`config.mk`:
```
export PLATFORM = sky130hd
export DESIGN_NAME = peripheral_display_scan
export DESIGN_NICKNAME = d
export VERILOG_FILES = /design/src/rtl/peripheral_display_pkg.sv /design/src/rtl/peripheral_prescaler.sv /design/src/rtl/peripheral_display_scan.sv
export SDC_FILE = /design/constraint.sdc
export NUM_CORES = 1
export LEC_CHECK = 0
export BUFFER_PORTS_ARGS = -buffer_cell sky130_fd_sc_hd__buf_2
export CAP_MARGIN = 20
export CORE_MARGIN = 10
export CORE_UTILIZATION = 35
export CTS_BUF_LIST = sky130_fd_sc_hd__clkbuf_16
export DETAILED_ROUTE_END_ITERATION = 8
export PLACE_DENSITY = 0.6
export SLEW_MARGIN = 15
export SYNTH_ARGS = -nofsm -noshare
export SYNTH_HDL_FRONTEND = slang
export SYNTH_HIERARCHICAL = 1
export SYNTH_SLANG_ARGS = --single-unit
```
`constraint.sdc`:
```
create_clock -name CLK -period 2.7 [get_ports CLK]
set_input_delay 0.54 -clock CLK [delete_from_list [all_inputs] [get_ports CLK]]
set_output_delay 0.54 -clock CLK [all_outputs]
set_load 0.02 [all_outputs]
```
`src/rtl/peripheral_display_pkg.sv`:
```
// ---------------------------------------------------------------------------
// peripheral_display_pkg
// Shared types and constants for the 7-segment display scanner.
//   scan_state_t : two-state scan FSM (BLANK gap / SHOW digit)
//   BLANK_CODE   : {EXT,D} code the downstream decoder turns into all-off
//   digit_t      : one stored digit {blink, ext, d}
//   apply_blink  : returns the code to present for a digit given blink phase
// ---------------------------------------------------------------------------
package peripheral_display_pkg;

    typedef enum logic {
        S_BLANK = 1'b0,
        S_SHOW  = 1'b1
    } scan_state_t;

    localparam logic [4:0] BLANK_CODE = 5'b1_0000;

    typedef struct packed {
        logic       blink;
        logic       ext;
        logic [3:0] d;
    } digit_t;

    localparam digit_t DIGIT_RESET = '{blink: 1'b0,
                                       ext:   BLANK_CODE[4],
                                       d:     BLANK_CODE[3:0]};

    // During the "off" half of the blink period a blinking digit is replaced
    // by the blank code; non-blinking digits are passed through untouched.
    function automatic logic [4:0] apply_blink(input digit_t dg, input logic phase);
        return (phase && dg.blink) ? BLANK_CODE : {dg.ext, dg.d};
    endfunction

endpackage

```
`src/rtl/peripheral_prescaler.sv`:
```
// ---------------------------------------------------------------------------
// peripheral_prescaler
// Free-running modulo-DIV counter with synchronous clear.
// Ports:
//   CLK      in  system clock (rising edge)
//   RESET_N  in  asynchronous active-low reset
//   CLR      in  synchronous clear; holds the count at 0 while high
//   TC       out terminal count, high while the count equals DIV-1
// ---------------------------------------------------------------------------
module peripheral_prescaler #(
    parameter int DIV = 4
) (
    input  logic CLK,
    input  logic RESET_N,
    input  logic CLR,
    output logic TC
);

    localparam int CW = (DIV > 1) ? $clog2(DIV) : 1;
    localparam logic [CW-1:0] LAST = CW'(DIV - 1);

    logic [CW-1:0] cnt;

    always_ff @(posedge CLK or negedge RESET_N) begin
        if (!RESET_N) begin
            cnt <= '0;
        end else if (CLR || TC) begin
            cnt <= '0;
        end else begin
            cnt <= cnt + 1'b1;
        end
    end

    assign TC = (cnt == LAST);

endmodule

```
`src/rtl/peripheral_display_scan.sv`:
```
// ---------------------------------------------------------------------------
// peripheral_display_scan
// Time-multiplexed scanner for an N-digit common-anode 7-segment display.
// Stores one {BLINK,EXT,D} code per digit and, slot by slot, presents one
// code to the downstream decoder while driving the matching active-low anode.
// Each slot is one BLANK cycle (all anodes off, code loaded) followed by
// CLK_DIV SHOW cycles (one anode on, code held stable).
// Ports:
//   CLK       in   system clock (rising edge)
//   RESET_N   in   asynchronous active-low reset
//   ENABLE    in   1 = scan, 0 = anodes off, scanner parked at digit 0
//   WR_EN     in   write strobe
//   WR_ADDR   in   digit index to write (indices >= N_DIGITS ignored)
//   WR_DATA   in   {BLINK,EXT,D[3:0]} for digit WR_ADDR
//   D         out  nibble to the decoder
//   EXTENDED  out  extended-glyph select to the decoder
//   AN        out  anode enables, active-low, one-hot-low while showing
//   FRAME     out  one-cycle pulse after the last digit's slot ends
// Write interface: WR_EN is a single-cycle strobe with no back-pressure; every
// cycle it is sampled high the addressed register is updated on that edge.
// The new value reaches the outputs only at the next BLANK load of that
// digit, so a code never changes in the middle of a lit slot.
// All outputs come straight from flops.
// ---------------------------------------------------------------------------
module peripheral_display_scan
    import peripheral_display_pkg::*;
#(
    parameter int N_DIGITS     = 4,
    parameter int CLK_DIV      = 50000,
    parameter int BLINK_FRAMES = 64,
    localparam int IDX_W       = $clog2(N_DIGITS)
) (
    input  logic                CLK,
    input  logic                RESET_N,
    input  logic                ENABLE,
    input  logic                WR_EN,
    input  logic [IDX_W-1:0]    WR_ADDR,
    input  logic [5:0]          WR_DATA,
    output logic [3:0]          D,
    output logic                EXTENDED,
    output logic [N_DIGITS-1:0] AN,
    output logic                FRAME
);

    localparam int FW = (BLINK_FRAMES > 1) ? $clog2(BLINK_FRAMES) : 1;
    localparam logic [FW-1:0]    LAST_FRAME = FW'(BLINK_FRAMES - 1);
    localparam logic [IDX_W-1:0] LAST_IDX   = IDX_W'(N_DIGITS - 1);
    localparam logic [IDX_W:0]   N_DIG_EXT  = (IDX_W + 1)'(N_DIGITS);

    scan_state_t      state;
    logic [IDX_W-1:0] idx;
    logic [FW-1:0]    fcnt;
    logic             phase;
    digit_t           digits [N_DIGITS];

    logic             slot_tc;
    logic [4:0]       load_code;
    logic             addr_ok;
    logic [N_DIGITS-1:0] an_sel;

    // The slot counter only runs while a digit is lit; BLANK and disable
    // both hold it at 0 so every SHOW starts from a fresh count.
    peripheral_prescaler #(
        .DIV (CLK_DIV)
    ) u_slot (
        .CLK     (CLK),
        .RESET_N (RESET_N),
        .CLR     ((state != S_SHOW) || !ENABLE),
        .TC      (slot_tc)
    );

    assign load_code = apply_blink(digits[idx], phase);
    assign addr_ok   = ({1'b0, WR_ADDR} < N_DIG_EXT);
    assign an_sel    = ~(N_DIGITS'(1) << idx);

    always_ff @(posedge CLK or negedge RESET_N) begin
        if (!RESET_N) begin
            state    <= S_BLANK;
            idx      <= '0;
            fcnt     <= '0;
            phase    <= 1'b0;
            D        <= BLANK_CODE[3:0];
            EXTENDED <= BLANK_CODE[4];
            AN       <= '1;
            FRAME    <= 1'b0;
            for (int i = 0; i < N_DIGITS; i++) begin
                digits[i] <= DIGIT_RESET;
            end
        end else begin
            FRAME <= 1'b0;

            // The load below reads the pre-edge register, so a write landing
            // on the same edge as its digit's load is seen only next frame.
            if (WR_EN && addr_ok) begin
                digits[WR_ADDR] <= digit_t'(WR_DATA);
            end

            if (state == S_BLANK) begin
                {EXTENDED, D} <= load_code;
            end

            if (!ENABLE) begin
                state <= S_BLANK;
                idx   <= '0;
                AN    <= '1;
            end else begin
                case (state)
                    S_BLANK: begin
                        state <= S_SHOW;
                        AN    <= an_sel;
                    end
                    S_SHOW: begin
                        if (slot_tc) begin
                            state <= S_BLANK;
                            AN    <= '1;
                            if (idx == LAST_IDX) begin
                                idx   <= '0;
                                FRAME <= 1'b1;
                                // Phase flips together with the FRAME pulse so
                                // the whole next frame sees one consistent phase.
                                if (fcnt == LAST_FRAME) begin
                                    fcnt  <= '0;
                                    phase <= ~phase;
                                end else begin
                                    fcnt <= fcnt + 1'b1;
                                end
                            end else begin
                                idx <= idx + 1'b1;
                            end
                        end
                    end
                    default: begin
                        state <= S_BLANK;
                        AN    <= '1;
                    end
                endcase
            end
        end
    end

endmodule

```
After elaboration in Yosys (flattened, before gate mapping). Cells that the tools add are included. Widths: inputs -> output; s select.

Equality and inequality tests: 6. Shift operators: 1. Bitwise operators: 5. Reductions and logical operators: 8. $lt $le $gt $ge: 3. Muxes and demuxes: 23. Add/subtract/negate cells: 3.

Operators with widths (number): $bwmux 24 (1); $mux 6 (4); $add 16x1->16 const B (1); $eq 16x16->1 const B (1); $mux 16 (1); $bmux 6 s2 (1); $demux 6 s2 (1); $mux 2 (4); $mux 4 (2); $pmux 4 s2 (1); $add 6x1->6 const B (1); $eq 6x6->1 const B (1); $ge 3x3->1 const B (2); $mux 1 (6); $not 2->3 (2); $mux 5 (1); $reduce_and 5->1 (1); $ne 2x1->1 const B (2); $not 4->4 (1); $reduce_and 4->1 (1); $shl 1x2->4 const A (1); $lt 3x1->1 const B (1); $ne 3x2->1 const B (1); $add 2x1->2 const B (1); other kinds (7) (10).

Word-level logic and storage cells: 70. Register bits: 60. Output and inout port bits: 10. Input bits: 12.

Logic depth before layout (Yosys ltp).
Depth after elaboration: 6. Gate-level depth with buffers: 7. Gate-level depth less buffers: 7.

Hierarchy. The synthesis kept the hierarchy.

By module, submodules not included: peripheral_display_scan (cells each 158, times used 1, area an instance 2010.7 um^2); peripheral_prescaler (cells each 80, times used 1, area an instance 792.0 um^2).

Worst setup path after synthesis. Ideal clock, no wire load.

Path kind: register -> register. From: reg u_slot.cnt[4]. To: reg fcnt[5]. Data arrival time: 2.265 ns. Data required time: 2.636 ns. Clock period less this slack: 2.329 ns. Stages on the path, launching flop included: 7. Slack: 0.371 ns. Setup time: 0.064 ns. Path buffers: 0. Cell sequence: dfrtp_1 > or4b_1 > nor4_2 > nand4_4 > or4_1 > a21oi_1 > a21o_1.

Word-level cells in the longest chain between the ends: 2.

RTL lines: start, declared (RTL line peripheral_prescaler.sv:22) `logic [CW-1:0] cnt;`; start signal, assigned (RTL line peripheral_prescaler.sv:30) `cnt <= cnt + 1'b1;`; $eq 16x16->1 (RTL line peripheral_prescaler.sv:34) `assign TC = (cnt == LAST);`; named net slot_tc (RTL line peripheral_display_scan.sv:56) `logic slot_tc;`; $reduce_and 4->1 (no source line); end signal, assigned (RTL line peripheral_display_scan.sv:125) `fcnt <= fcnt + 1'b1;`; end, declared (RTL line peripheral_display_scan.sv:52) `logic [FW-1:0] fcnt;`.

The timed path passes the listed nets, and every way through them passes these cells. A chain may end at the register's enable or synchronous reset.

Final worst setup path.
From: reg u_slot.cnt[5]. To: reg fcnt[5].

Same word-level chain as after synthesis.

==> implementation parameters <==
Parameter                              Value

Critical path
  Worst path bufs/invs ... 1
  Arrival time reported for the critical path endpoint ... between 2000 and 3000 ps
  Crit path max-delay family ... simple AND/OR/NAND/NOR gates
  Startpoint Class ... register
  Flop2flop setup slack ... 360 ps
  Delay of the slowest cell on the worst path ... between 500 and 600 ps
  Biggest fanout along the worst timing path ... 7
  Critical Setup Path Class ... register to register
  Required time of the critical path ... 2970 ps
  Critical path cell sequence ... or4b_1, nor4_2, buf_4, nand4_4, or4_1, a21oi_1, a21o_1
  Type of destination of the critical path ... register
  Slowest-stage cell, CP ... sky130_fd_sc_hd__or4_1

Die
  Vertical extent of the die ... between 100 and 150 um
  Standard-cell rows ... 32
  Total die area ... 12,000 um^2
  Boundary Pins ... 22
  Initial standard-cell utilization of the core ... 0.361
  Die Width ... between 100 and 150 um
  CORE AREA ... 7770 um^2

Global route
  Antenna violations before repair ... 1
  Global-route total usage across every layer ... 0.0970
  Pin count of the biggest net entering global routing ... 34
  Vias in the first global route ... 1,819
  Total global routing overflow ... 0
  First-pass GRT wire length ... around 9.0 mm

Synthesis
  Avg Cell Area, Syn ... about 12 um^2
  Primary FF master, synth ... sky130_fd_sc_hd__dfrtp_1
  Largest area contributor in the netlist ... sky130_fd_sc_hd__dfrtp_1
  Area share of the largest cell type after synthesis ... 0.455
  Synthesized flop and latch total ... 60
  Number of enable flip-flop cells after synthesis ... 0
  Most frequent cell after synthesis ... sky130_fd_sc_hd__dfrtp_1
  Total nets after synthesis ... about 260
  Leading post-synthesis cells by cell area ... sky130_fd_sc_hd__dfrtp_1, sky130_fd_sc_hd__mux2_2, sky130_fd_sc_hd__dfstp_2
  Yosys warning count ... 6
  Most numerous cell types in the synthesized netlist ... sky130_fd_sc_hd__dfrtp_1, sky130_fd_sc_hd__mux2_2, sky130_fd_sc_hd__nand2_1
  Summed instance area of the synthesized netlist ... 2800 um^2
  Part of the Yosys area used for sequential elements ... 0.540
  Post-synthesis cell count ... roughly 240
  Number of distinct library cells after synthesis ... 37
  Async set-reset flop share out of synthesis ... 1.00

CTS
  Number of buffers inserted by post-CTS setup repair ... 0
  TritonCTS clock tree ... built
  Number of buffers created by CTS ... 9
  CTS resizes ... 0
  Latest clock arrival within the worst-skew pair ... 330 ps
  Clock-pin slew of the registers on the worst-case setup and hold paths ... 50 ps
  Number of buffers inserted for hold repair after clock tree synthesis ... 0
  Number of buffers on the longest clock path ... 2
  Count of clock tree sinks ... 60
  Total number of H-tree levels ... 3
  Clk Tree Root Cell ... sky130_fd_sc_hd__clkbuf_16

STA
  Highest achievable clock rate ... 0.428 GHz
  Skew final ... 7.21 ps
  Worst slew slack as a fraction of its limit ... 0.555
  Ratio of final minimum period to clock period ... 0.866
  Max-slew violations ... 0
  Unrepaired setup endpoints after global routing ... false
  Final number of setup-violating endpoints ... 0
  Fin. Hold Viols ... 0
  Sum of negative setup slack ... 0 ps
  Tmin final ... 2340 ps
  Transition time at the pin with the least slew margin ... 667 ps

Pwr
  Total Power Consumption ... between 0.002 and 0.0025 W
  Peak VDD IR ... 0.257 mV
  Power per standard cell area ... about 700 nW/um^2
  Leakage power ... 1.38 nW

Cells and area
  Area growth, synth to finish ... 19.2%
  Fraction of final layout cells sized beyond drive strength 1 ... 0.310
  Diodes inserted ... 0
  Final #Nets ... 287

Route
  Total Routed Length ... approximately 5.2 mm
  Vias ... 1,793
  Average routed wire per standard cell ... 13.9 um
  DRC viols ... 0
  First-pass detailed-route iteration total ... 4
  Starting DRC count in detailed routing ... 66
  Antenna Violating Nets Remaining ... 0
  Routed vias/inst ... 4.77

Place
  Post-detailed-placement half-perimeter wirelength ... roughly 3.7 mm
  PortBufs ... 21
  GPL Wtd Cong ... 0.722

Worst hold path
  HP Class ... input port to async pin

Flow run
  Max-cap violation count ... 0

Outcome
  Result of the run ... finished clean
-- worst register-to-register path, cell delays in order (launching register included) --
cell                      delay [ps]
sky130_fd_sc_hd__dfrtp_1         410
sky130_fd_sc_hd__or4b_1          520
sky130_fd_sc_hd__nor4_2          270
sky130_fd_sc_hd__buf_4           180
sky130_fd_sc_hd__nand4_4         150
sky130_fd_sc_hd__or4_1           530
sky130_fd_sc_hd__a21oi_1         140
sky130_fd_sc_hd__a21o_1           90
-- per-layer routing --
metal / share of wire / global-route usage / vias up
met3: 0.043 / 0.0304 / 12
met2: 0.44 / 0.140 / 23
met1: 0.49 / 0.125 / 867
met4: 0.026 / 0.0586 / 2
met5: 0.0038 / 0 / -
li1: - / - / 889
-- path summary, 6_finish.rpt --
check,depth (start not counted),to,startpoint
setup / recovery,7,fcnt[5],u_slot/cnt[5]
hold / removal,1,digits[11],RESET_N
setup reg to reg,7,fcnt[5],u_slot/cnt[5]
hold reg to reg,2,EXTENDED,EXTENDED
max in group asynchronous,2,AN[3],RESET_N
min in group CLK,2,EXTENDED,EXTENDED
-- final cells by class --
cell class / count / area (um^2)
Clock buffer: 9 / 225
Clock inverter: 7 / 75.1
Fill cell: 742 / 4430
Inverter: 12 / 45.0
Multi-Input combinational cell: 159 / 1190
Sequential cell: 60 / 1510
Tap cell: 102 / 128
Timing Repair Buffer: 27 / 163
-- stage by stage --
step           cell area, um^2  hold WS (ps)  setup WS, ps  cells  utilization
2_1_floorplan             2800           244           371    238            -
3_3_place_gp              3040           458           390    360        0.391
3_5_place_dp              3040           471           363    360        0.391
4_1_cts                   3340           258           353    376        0.430
5_1_grt                   3340           290           212    376        0.430
6_report                  3340           249           363    376        0.430
-- report_power, final --
part           total [W]  switching, W  leakage [nW]  internal, W
registers        0.00104     0.0000430         0.749     0.000996
clock network    0.00113      0.000413         0.150     0.000717
logic           0.000201     0.0000962         0.480     0.000105
-- state kept, by name (all words and copies together) (netlist names) --
signal / flops
D: 4
u_slot/cnt: 16
phase: 1
digits: 24
FRAME: 1
idx: 2
AN: 4
state: 1
fcnt: 6
EXTENDED: 1
-- cells in the final DEF, fill, tap and decap left out, types with 2 or more instances in the layout --
master	instances
sky130_fd_sc_hd__a21boi_0	2
sky130_fd_sc_hd__a21oi_1	2
sky130_fd_sc_hd__buf_2	21
sky130_fd_sc_hd__buf_4	5
sky130_fd_sc_hd__clkbuf_16	9
sky130_fd_sc_hd__clkinv_2	2
sky130_fd_sc_hd__clkinv_4	3
sky130_fd_sc_hd__dfrtp_1	51
sky130_fd_sc_hd__dfstp_2	9
sky130_fd_sc_hd__ha_1	6
sky130_fd_sc_hd__inv_1	12
sky130_fd_sc_hd__mux2_2	24
sky130_fd_sc_hd__mux2i_1	3
sky130_fd_sc_hd__mux4_2	5
sky130_fd_sc_hd__nand2_1	24
sky130_fd_sc_hd__nand2b_1	6
sky130_fd_sc_hd__nand3_1	9
sky130_fd_sc_hd__nand3b_1	2
sky130_fd_sc_hd__nand4_1	4
sky130_fd_sc_hd__nor2_1	21
sky130_fd_sc_hd__nor3_1	6
sky130_fd_sc_hd__nor4_1	4
sky130_fd_sc_hd__o21ai_0	6
sky130_fd_sc_hd__o22ai_1	5
sky130_fd_sc_hd__or4b_1	2
sky130_fd_sc_hd__xnor2_1	16
-- kinds of logic (layout without fill, tap and decap cells) --
logic type                 after synthesis  count (layout)  share of synthesized area
AOI/OAI and AO/OA                       16              16                     0.0335
xor gates and xnor gates                17              17                     0.0531
adders and majority gates                6               6                     0.0268
buffers and inverters                   19              55                     0.0353
DFF                                     60              60                      0.540
muxes                                   32              32                      0.147
and+or+nand+nor                         88              88                      0.164
No activity file was read; power rests on OpenSTA's default activity.
